File: config.mk
export PLATFORM = sky130hd
export DESIGN_NAME = sb_io_counter_out
export DESIGN_NICKNAME = d
export VERILOG_FILES = /design/src/rtl/sb_io_counter_out.sv
export SDC_FILE = /design/constraint.sdc
export NUM_CORES = 1
export LEC_CHECK = 0
export ABC_AREA = 1
export ABC_CLOCK_PERIOD_IN_PS = 3300
export CORE_UTILIZATION = 45
export CTS_CLUSTER_SIZE = 28
export DETAILED_ROUTE_END_ITERATION = 10
export GPL_TIMING_DRIVEN = 0
export PLACE_DENSITY = 0.75
export SLEW_MARGIN = 20
export SYNTH_ARGS = -nofsm -noshare
export SYNTH_HDL_FRONTEND = slang
export SYNTH_SLANG_ARGS = --single-unit
export TNS_END_PERCENT = 30
File: constraint.sdc
create_clock -name clock -period 3.3 [get_ports clock]
set_input_delay 0.66 -clock clock [delete_from_list [all_inputs] [get_ports clock]]
set_output_delay 0.66 -clock clock [all_outputs]
set_load 0.05 [all_outputs]
File: src/rtl/sb_io_counter_out.sv
// sb_io_counter_out
//   Parametrised up/down counter with wrap limit, step, load, enable and
//   one-shot halt. Drives a compare (PWM-style) pad signal plus count status.
//
//   Build option: define PIPLIN_SB_IO_EN to drive pad_out through an iCE40
//   SB_IO primitive. Without it, pad_out is driven directly from the
//   internal register. Cycle behaviour is the same either way.
//
//   Parameters
//     WIDTH  counter width in bits
//     LIMIT  highest count value (range 0..LIMIT), 1..2**WIDTH-1
//     STEP   increment/decrement per enabled cycle, 1..LIMIT
//   Ports
//     clock       sole clock, rising edge
//     reset_n     asynchronous active-low reset
//     enable      advance the count this cycle
//     load        load load_value (clamped to LIMIT) and restart in RUN
//     load_value  value to load
//     down        0 = count up, 1 = count down
//     one_shot    1 = halt at the boundary instead of wrapping
//     compare     pad threshold
//     count       current count
//     wrap        one-cycle pulse after a wrap or boundary hit
//     done        high while halted in one-shot mode
//     pad_out     registered (count < compare)
module sb_io_counter_out #(
  parameter int unsigned WIDTH = 8,
  parameter int unsigned LIMIT = 2**WIDTH - 1,
  parameter int unsigned STEP  = 1
) (
  input  logic             clock,
  input  logic             reset_n,
  input  logic             enable,
  input  logic             load,
  input  logic [WIDTH-1:0] load_value,
  input  logic             down,
  input  logic             one_shot,
  input  logic [WIDTH-1:0] compare,
  output logic [WIDTH-1:0] count,
  output logic             wrap,
  output logic             done,
  output logic             pad_out
);

  // All arithmetic is carried one bit wider than the count so that
  // count+STEP and count+LIMIT+1 never overflow when LIMIT = 2**WIDTH-1.
  localparam logic [WIDTH:0] LIM_X  = (WIDTH+1)'(LIMIT);
  localparam logic [WIDTH:0] STEP_X = (WIDTH+1)'(STEP);
  localparam logic [WIDTH:0] MOD_X  = LIM_X + (WIDTH+1)'(1);

  typedef enum logic {
    RUN    = 1'b0,
    HALTED = 1'b1
  } state_t;

  state_t           state, state_next;
  logic [WIDTH-1:0] count_next;
  logic             wrap_next;
  logic             done_next;
  logic             pad_reg;
  logic             pad_valid;
  logic             pad_drive;

  logic [WIDTH:0]   count_x;
  logic [WIDTH:0]   load_x;
  logic [WIDTH:0]   up_sum;
  logic [WIDTH:0]   up_wrapped;
  logic [WIDTH:0]   dn_diff;
  logic [WIDTH:0]   dn_wrapped;

  assign count_x    = {1'b0, count};
  assign load_x     = {1'b0, load_value};
  assign up_sum     = count_x + STEP_X;
  assign up_wrapped = up_sum - MOD_X;
  assign dn_diff    = count_x - STEP_X;
  assign dn_wrapped = count_x + MOD_X - STEP_X;

  always_comb begin
    count_next = count;
    state_next = state;
    wrap_next  = 1'b0;
    done_next  = done;
    if (load) begin
      count_next = (load_x > LIM_X) ? LIM_X[WIDTH-1:0] : load_value;
      state_next = RUN;
      done_next  = 1'b0;
    end else if (state == RUN && enable) begin
      if (!down) begin
        if (up_sum <= LIM_X) begin
          count_next = up_sum[WIDTH-1:0];
        end else begin
          wrap_next = 1'b1;
          if (one_shot) begin
            count_next = LIM_X[WIDTH-1:0];
            state_next = HALTED;
            done_next  = 1'b1;
          end else begin
            count_next = up_wrapped[WIDTH-1:0];
          end
        end
      end else begin
        if (count_x >= STEP_X) begin
          count_next = dn_diff[WIDTH-1:0];
        end else begin
          wrap_next = 1'b1;
          if (one_shot) begin
            count_next = '0;
            state_next = HALTED;
            done_next  = 1'b1;
          end else begin
            count_next = dn_wrapped[WIDTH-1:0];
          end
        end
      end
    end
  end

  always_ff @(posedge clock or negedge reset_n) begin
    if (!reset_n) begin
      state     <= RUN;
      count     <= '0;
      wrap      <= 1'b0;
      done      <= 1'b0;
      pad_reg   <= 1'b0;
      pad_valid <= 1'b0;
    end else begin
      state     <= state_next;
      count     <= count_next;
      wrap      <= wrap_next;
      done      <= done_next;
      pad_reg   <= (count_next < compare);
      pad_valid <= 1'b1;
    end
  end

  // The pad register cannot reset to a compare-dependent value, so until the
  // first edge after reset the pad shows (0 < compare) directly; count is 0
  // throughout that window, so this matches the registered value thereafter.
  assign pad_drive = pad_valid ? pad_reg : (compare != '0);

`ifdef PIPLIN_SB_IO_EN
  SB_IO #(
    .PIN_TYPE    (6'b011000),
    .PULLUP      (1'b0),
    .IO_STANDARD ("SB_LVCMOS")
  ) pad_io (
    .PACKAGE_PIN   (pad_out),
    .OUTPUT_ENABLE (1'b1),
    .D_OUT_0       (pad_drive)
  );
`else
  assign pad_out = pad_drive;
`endif

endmodule

==> results_dict.tcl, run 1 <==
set metrics [dict create \
    dp_cells 249 \
    fin_crit_sh 0.900 \
    cts_max_level 1 \
    nets 257 \
    grt.overflow.total 0 \
    root_buffer "clkbuf_4" \
    dp_slack_ns 0.326 \
    diodes 0 \
    finalPower_uw 565 \
    final_hold_viol_count 0 \
    synth_enable_flop_cells 0 \
    period_minus_slack_ns 2.97 \
    ys_top_cells_by_area "dfrtp_1 26%, nand2_1 12%, ha_1 11%" \
    layout-drive-gt1-share 0.0717 \
    max-slew-margin-rel 0.600 \
    max_flop_register "count" \
    synth_area_leader_cell "dfrtp_1" \
    fin_worst_skew_ns 0.00179 \
    antenna_found_initial 0 \
    yosysWarningCount 0 \
    coreArea_um2 2570 \
    cts_tree "done" \
    slowest_stage "dfrtp_1" \
    place_congestion 0.866 \
    ys_seq_area_frac 0.256 \
    finalInstanceArea_um2 1650 \
    postCtsResizedCells 0 \
    max_cap_violations 0 \
    path_delay_family "simple AND/OR/NAND/NOR gates" \
    layout_commonest_cell "nand2_1" \
    maxSlewViolCount 0 \
    hold_class "reg2reg" \
    hold_ws_ns 0.523 \
    fin_util 0.641 \
    path_max_fanout 9 \
    crit_path_frequent_cell "nand2_1" \
    clock_path_buffers 2 \
    fmax_ghz 0.337 \
    syn_area_per_cell_um2 6.77 \
    tns_ns 0 \
    via_per_inst 5.32 \
    crit_path_cell_trace "inv_1 > ha_1 > nand2_1 > nor2_1 > nand3_1 > nor2_1 > nand2_1 > nand2_1 > nand2_2 > inv_1 > o21ai_0 > o211ai_1 > o21ai_0 > a21oi_1 > ha_1 > nand2_1 > inv_1 > nand2_1 > nand2_1 > a21oi_2" \
    worstSkewPairLatency_ns 0.28 \
    ys_ff_latch 13 \
    synth.top_cell.area_share 0.256 \
    largest_register_ffs 8 \
    firstDrtPassIters 4 \
    synthesis.nets 221 \
    grt_max_degree 14 \
    worstSetupStartpointType "flop" \
    rsz0062_at_grt "false" \
    async_flop_share 1.00 \
    area_delta_synth_final_pct 29.4 \
    slowest_delay_ns 0.51 \
    clk_pin_slew_ns 0.07 \
    die_y_um 55.2 \
    port_buffers 31 \
    worst-endpoint-required_ns 3.51 \
    powerDensity_nw_per_um2 343 \
    first_global_vias 1209 \
    arrival_ns 3.18 \
    p_leak_nw 0.823 \
    status "complete, no violations" \
    crit_buf_inv 3 \
    cts_made_buffers 3 \
    start_util 0.496 \
    drtAntennaViolNets 0 \
    final_cell_mix "39 x nand2_1, 31 x inv_1, 31 x clkdlybuf4s50_1, 19 x a21oi_1" \
    hold_buffers 0 \
    placed_cell_area_um2 1620 \
    drcViolationCount 0 \
    via_count 1347 \
    row_count 18 \
    endpoint_kind "flop" \
    synthCells 188 \
    fin_cells 253 \
    dieArea_um2 3040 \
    fin_ws_ns 0.330 \
    drt_iter0_drc 37 \
    die_w_um 55.2 \
    irDropWorstVdd_uv 314 \
    synth_cell_type_count 27 \
    routed_wl_um 3220 \
    crit_type "reg2reg" \
    post-cts-setup-buffers 0 \
    wl_per_cell_um 12.7 \
    grt_pass1_wl_um 5000 \
    syn_area_um2 1270 \
    gr-usage-all-layers 0.238 \
    tightest_slew_ns 0.599 \
    setup_violations 0 \
    cts.sinks 13 \
    place_hpwl_um 2650 \
    ys.flop_type "dfrtp_1" \
    ioPinCount 33 \
]
[synth_stat cells (4+ instances only)]
master    instances
o21ai_0           9
xor2_1            4
o211ai_1          4
nand3_1          13
inv_1            31
nand2_1          39
nor2_1           13
nand4_1           4
ha_1             11
dfrtp_1          13
a21oi_1          19
[kinds of logic (layout without fill, tap and decap cells)]
logic type	Yosys count	count (layout)	share of synthesized area
simple gates	81	81	0.284
compound gates	39	39	0.176
buf+inv	38	73	0.139
flops	13	13	0.256
fa+ha+maj	11	11	0.108
xor+xnor	5	5	0.0344
other cells	1	1	0.00295
[final timing paths]
path / slack (ns) / endpoint / cells past startpoint / startpoint
worst max-delay path: 0.33 / pad_reg / 20 / count[0]
worst min-delay path: 0.52 / done / 2 / done
worst max register to register: 0.33 / pad_reg / 20 / count[0]
worst min register to register: 0.52 / done / 2 / done
max in group asynchronous: 2.16 / count[7] / 1 / reset_n
min in group asynchronous: 0.76 / wrap / 1 / reset_n
[power breakdown]
group          internal [mW]  total [mW]  switching (mW)
registers              0.174       0.194          0.0199
clock network         0.0470      0.0973          0.0503
logic                  0.109       0.273           0.164
[metal layers]
layer  vias to the layer above  track usage  routed length, um
li1                        689            -                  -
met1                       593        0.257               1360
met2                        59        0.436               1610
met3                         6       0.0437                173
met4                         0        0.121                 72
met5                         -            0                  0
[tightest hold or removal path, cell delays in order (launching register included)]
cell,delay [ns]
dfrtp_1,0.38
inv_1,0.05
a21oi_1,0.06
[final cells by class]
type	instances	area (um2)
sequential	13	325
fill	256	921
timing repair buffer	31	310
multi-input combinational	137	771
clock buffer	4	26.3
buffer	7	60.1
tap	30	37.5
inverter	31	116
Power figures use the tool's default switching activity.
==> run 2, diff against run 1 <==
- PLACE_DENSITY: 0.75 -> 0.73
==> run 2 against run 1 <==
Against the previous run:
- global-route usage fell by 0.46 points
- via count unchanged
- final area unchanged
- non-clock buffer count is the same
- first-iteration DRC count decreased by 49%
- clock power decreased by 0.5%
- critical endpoint unchanged
- highest routed layer unchanged
==> results_dict.tcl, run 2 (synthesized netlist as in run 1, its figures left out) <==
set metrics [dict create \
    status "complete, no violations" \
    fmax_ghz 0.338 \
    grt_max_degree 14 \
    period_minus_slack_ns 2.96 \
    start_util 0.496 \
    area_delta_synth_final_pct 29.4 \
    worstSetupStartpointType "flop" \
    slowest_stage "dfrtp_1" \
    worst-endpoint-required_ns 3.51 \
    firstDrtPassIters 4 \
    hold_buffers 0 \
    first_global_vias 1238 \
    port_buffers 31 \
    die_w_um 55.2 \
    crit_path_cell_trace "inv_1 > ha_1 > nand2_1 > nor2_1 > nand3_1 > nor2_1 > nand2_1 > nand2_1 > nand2_2 > inv_1 > o21ai_0 > o211ai_1 > o21ai_0 > a21oi_1 > ha_1 > nand2_1 > inv_1 > nand2_1 > nand2_1 > a21oi_2" \
    path_delay_family "simple AND/OR/NAND/NOR gates" \
    slowest_delay_ns 0.52 \
    finalInstanceArea_um2 1650 \
    root_buffer "clkbuf_4" \
    fin_crit_sh 0.897 \
    dieArea_um2 3040 \
    crit_path_frequent_cell "nand2_1" \
    cts_made_buffers 3 \
    cts_tree "done" \
    gr-usage-all-layers 0.233 \
    irDropWorstVdd_uv 251 \
    placed_cell_area_um2 1620 \
    setup_violations 0 \
    grt.overflow.total 0 \
    drcViolationCount 0 \
    die_y_um 55.2 \
    maxSlewViolCount 0 \
    path_max_fanout 9 \
    final_cell_mix "39 x nand2_1, 31 x inv_1, 31 x clkdlybuf4s50_1, 19 x a21oi_1" \
    rsz0062_at_grt "false" \
    nets 257 \
    coreArea_um2 2570 \
    tns_ns 0 \
    max_flop_register "count" \
    crit_buf_inv 3 \
    via_count 1347 \
    ioPinCount 33 \
    worstSkewPairLatency_ns 0.27 \
    arrival_ns 3.17 \
    powerDensity_nw_per_um2 344 \
    fillers 257 \
    dp_slack_ns 0.271 \
    place_hpwl_um 2690 \
    finalPower_uw 566 \
    clock_path_buffers 2 \
    fin_worst_skew_ns 0.000839 \
    largest_register_ffs 8 \
    drtAntennaViolNets 0 \
    row_count 18 \
    routed_wl_um 3230 \
    crit_type "reg2reg" \
    cts.sinks 13 \
    r2r_start "count[0]" \
    clk_pin_slew_ns 0.07 \
    max-slew-margin-rel 0.614 \
    endpoint_kind "flop" \
    grt_pass1_wl_um 5070 \
    fin_ws_ns 0.339 \
    tightest_slew_ns 0.578 \
    p_leak_nw 0.823 \
    layout-drive-gt1-share 0.0717 \
    drt_iter0_drc 19 \
    place_congestion 0.827 \
    hp-start "done" \
    cts_max_level 1 \
    final_hold_viol_count 0 \
    post-cts-setup-buffers 0 \
    max_cap_violations 0 \
    postCtsResizedCells 0 \
    diodes 0 \
    hold_class "reg2reg" \
    via_per_inst 5.32 \
    layout_commonest_cell "nand2_1" \
    wl_per_cell_um 12.8 \
    crit_start "count[0]" \
    antenna_found_initial 0 \
]
[run 2: final cells by class]
cell class / instances / area, um2 / share of cell area
clock buffers: 4 / 26.3 / 0.0160
inverters: 31 / 116 / 0.0707
repair buffers: 31 / 310 / 0.188
multi-input cells: 137 / 771 / 0.468
flip-flops and latches: 13 / 325 / 0.198
well taps: 30 / 37.5 / 0.0228
plain buffers: 7 / 60.1 / 0.0365
[run 2: path summary, 6_finish.rpt]
path                       slack, ns  depth (start not counted)        to
max                             0.34                         20   pad_reg
min                             0.53                          2      done
max reg2reg                     0.34                         20   pad_reg
min reg2reg                     0.53                          2      done
max in group asynchronous       2.17                          1  count[3]
min in group asynchronous       0.75                          1      wrap
[run 2: worst min-delay path: stages, from the launching register on]
cell     delay [ns]
dfrtp_1        0.38
inv_1          0.06
a21oi_1        0.06
[run 2: metal layers]
metal | track usage | wire (um) | share of wire | vias up
li1 | - | - | - | 691
met1 | 0.277 | 1450 | 0.45 | 627
met2 | 0.454 | 1680 | 0.52 | 27
met3 | 0.0164 | 77 | 0.024 | 2
met4 | 0.0417 | 18 | 0.0056 | 0
met5 | 0 | 0 | 0 | -
[run 2: where the power goes]
part / leakage [nW] / internal [mW] / switching [mW]
Clock: 0.0150 / 0.0469 / 0.0499
Sequential: 0.155 / 0.174 / 0.0202
Combinational: 0.653 / 0.109 / 0.165
[run 2: through the flow]
stage / utilization / hold slack, ns / instances
floorplan: - / 0.364 / 188
global placement: 0.631 / 0.501 / 249
detailed placement: 0.631 / 0.518 / 249
CTS: 0.641 / 0.536 / 253
global route: 0.641 / 0.566 / 253
finish: 0.641 / 0.526 / 253
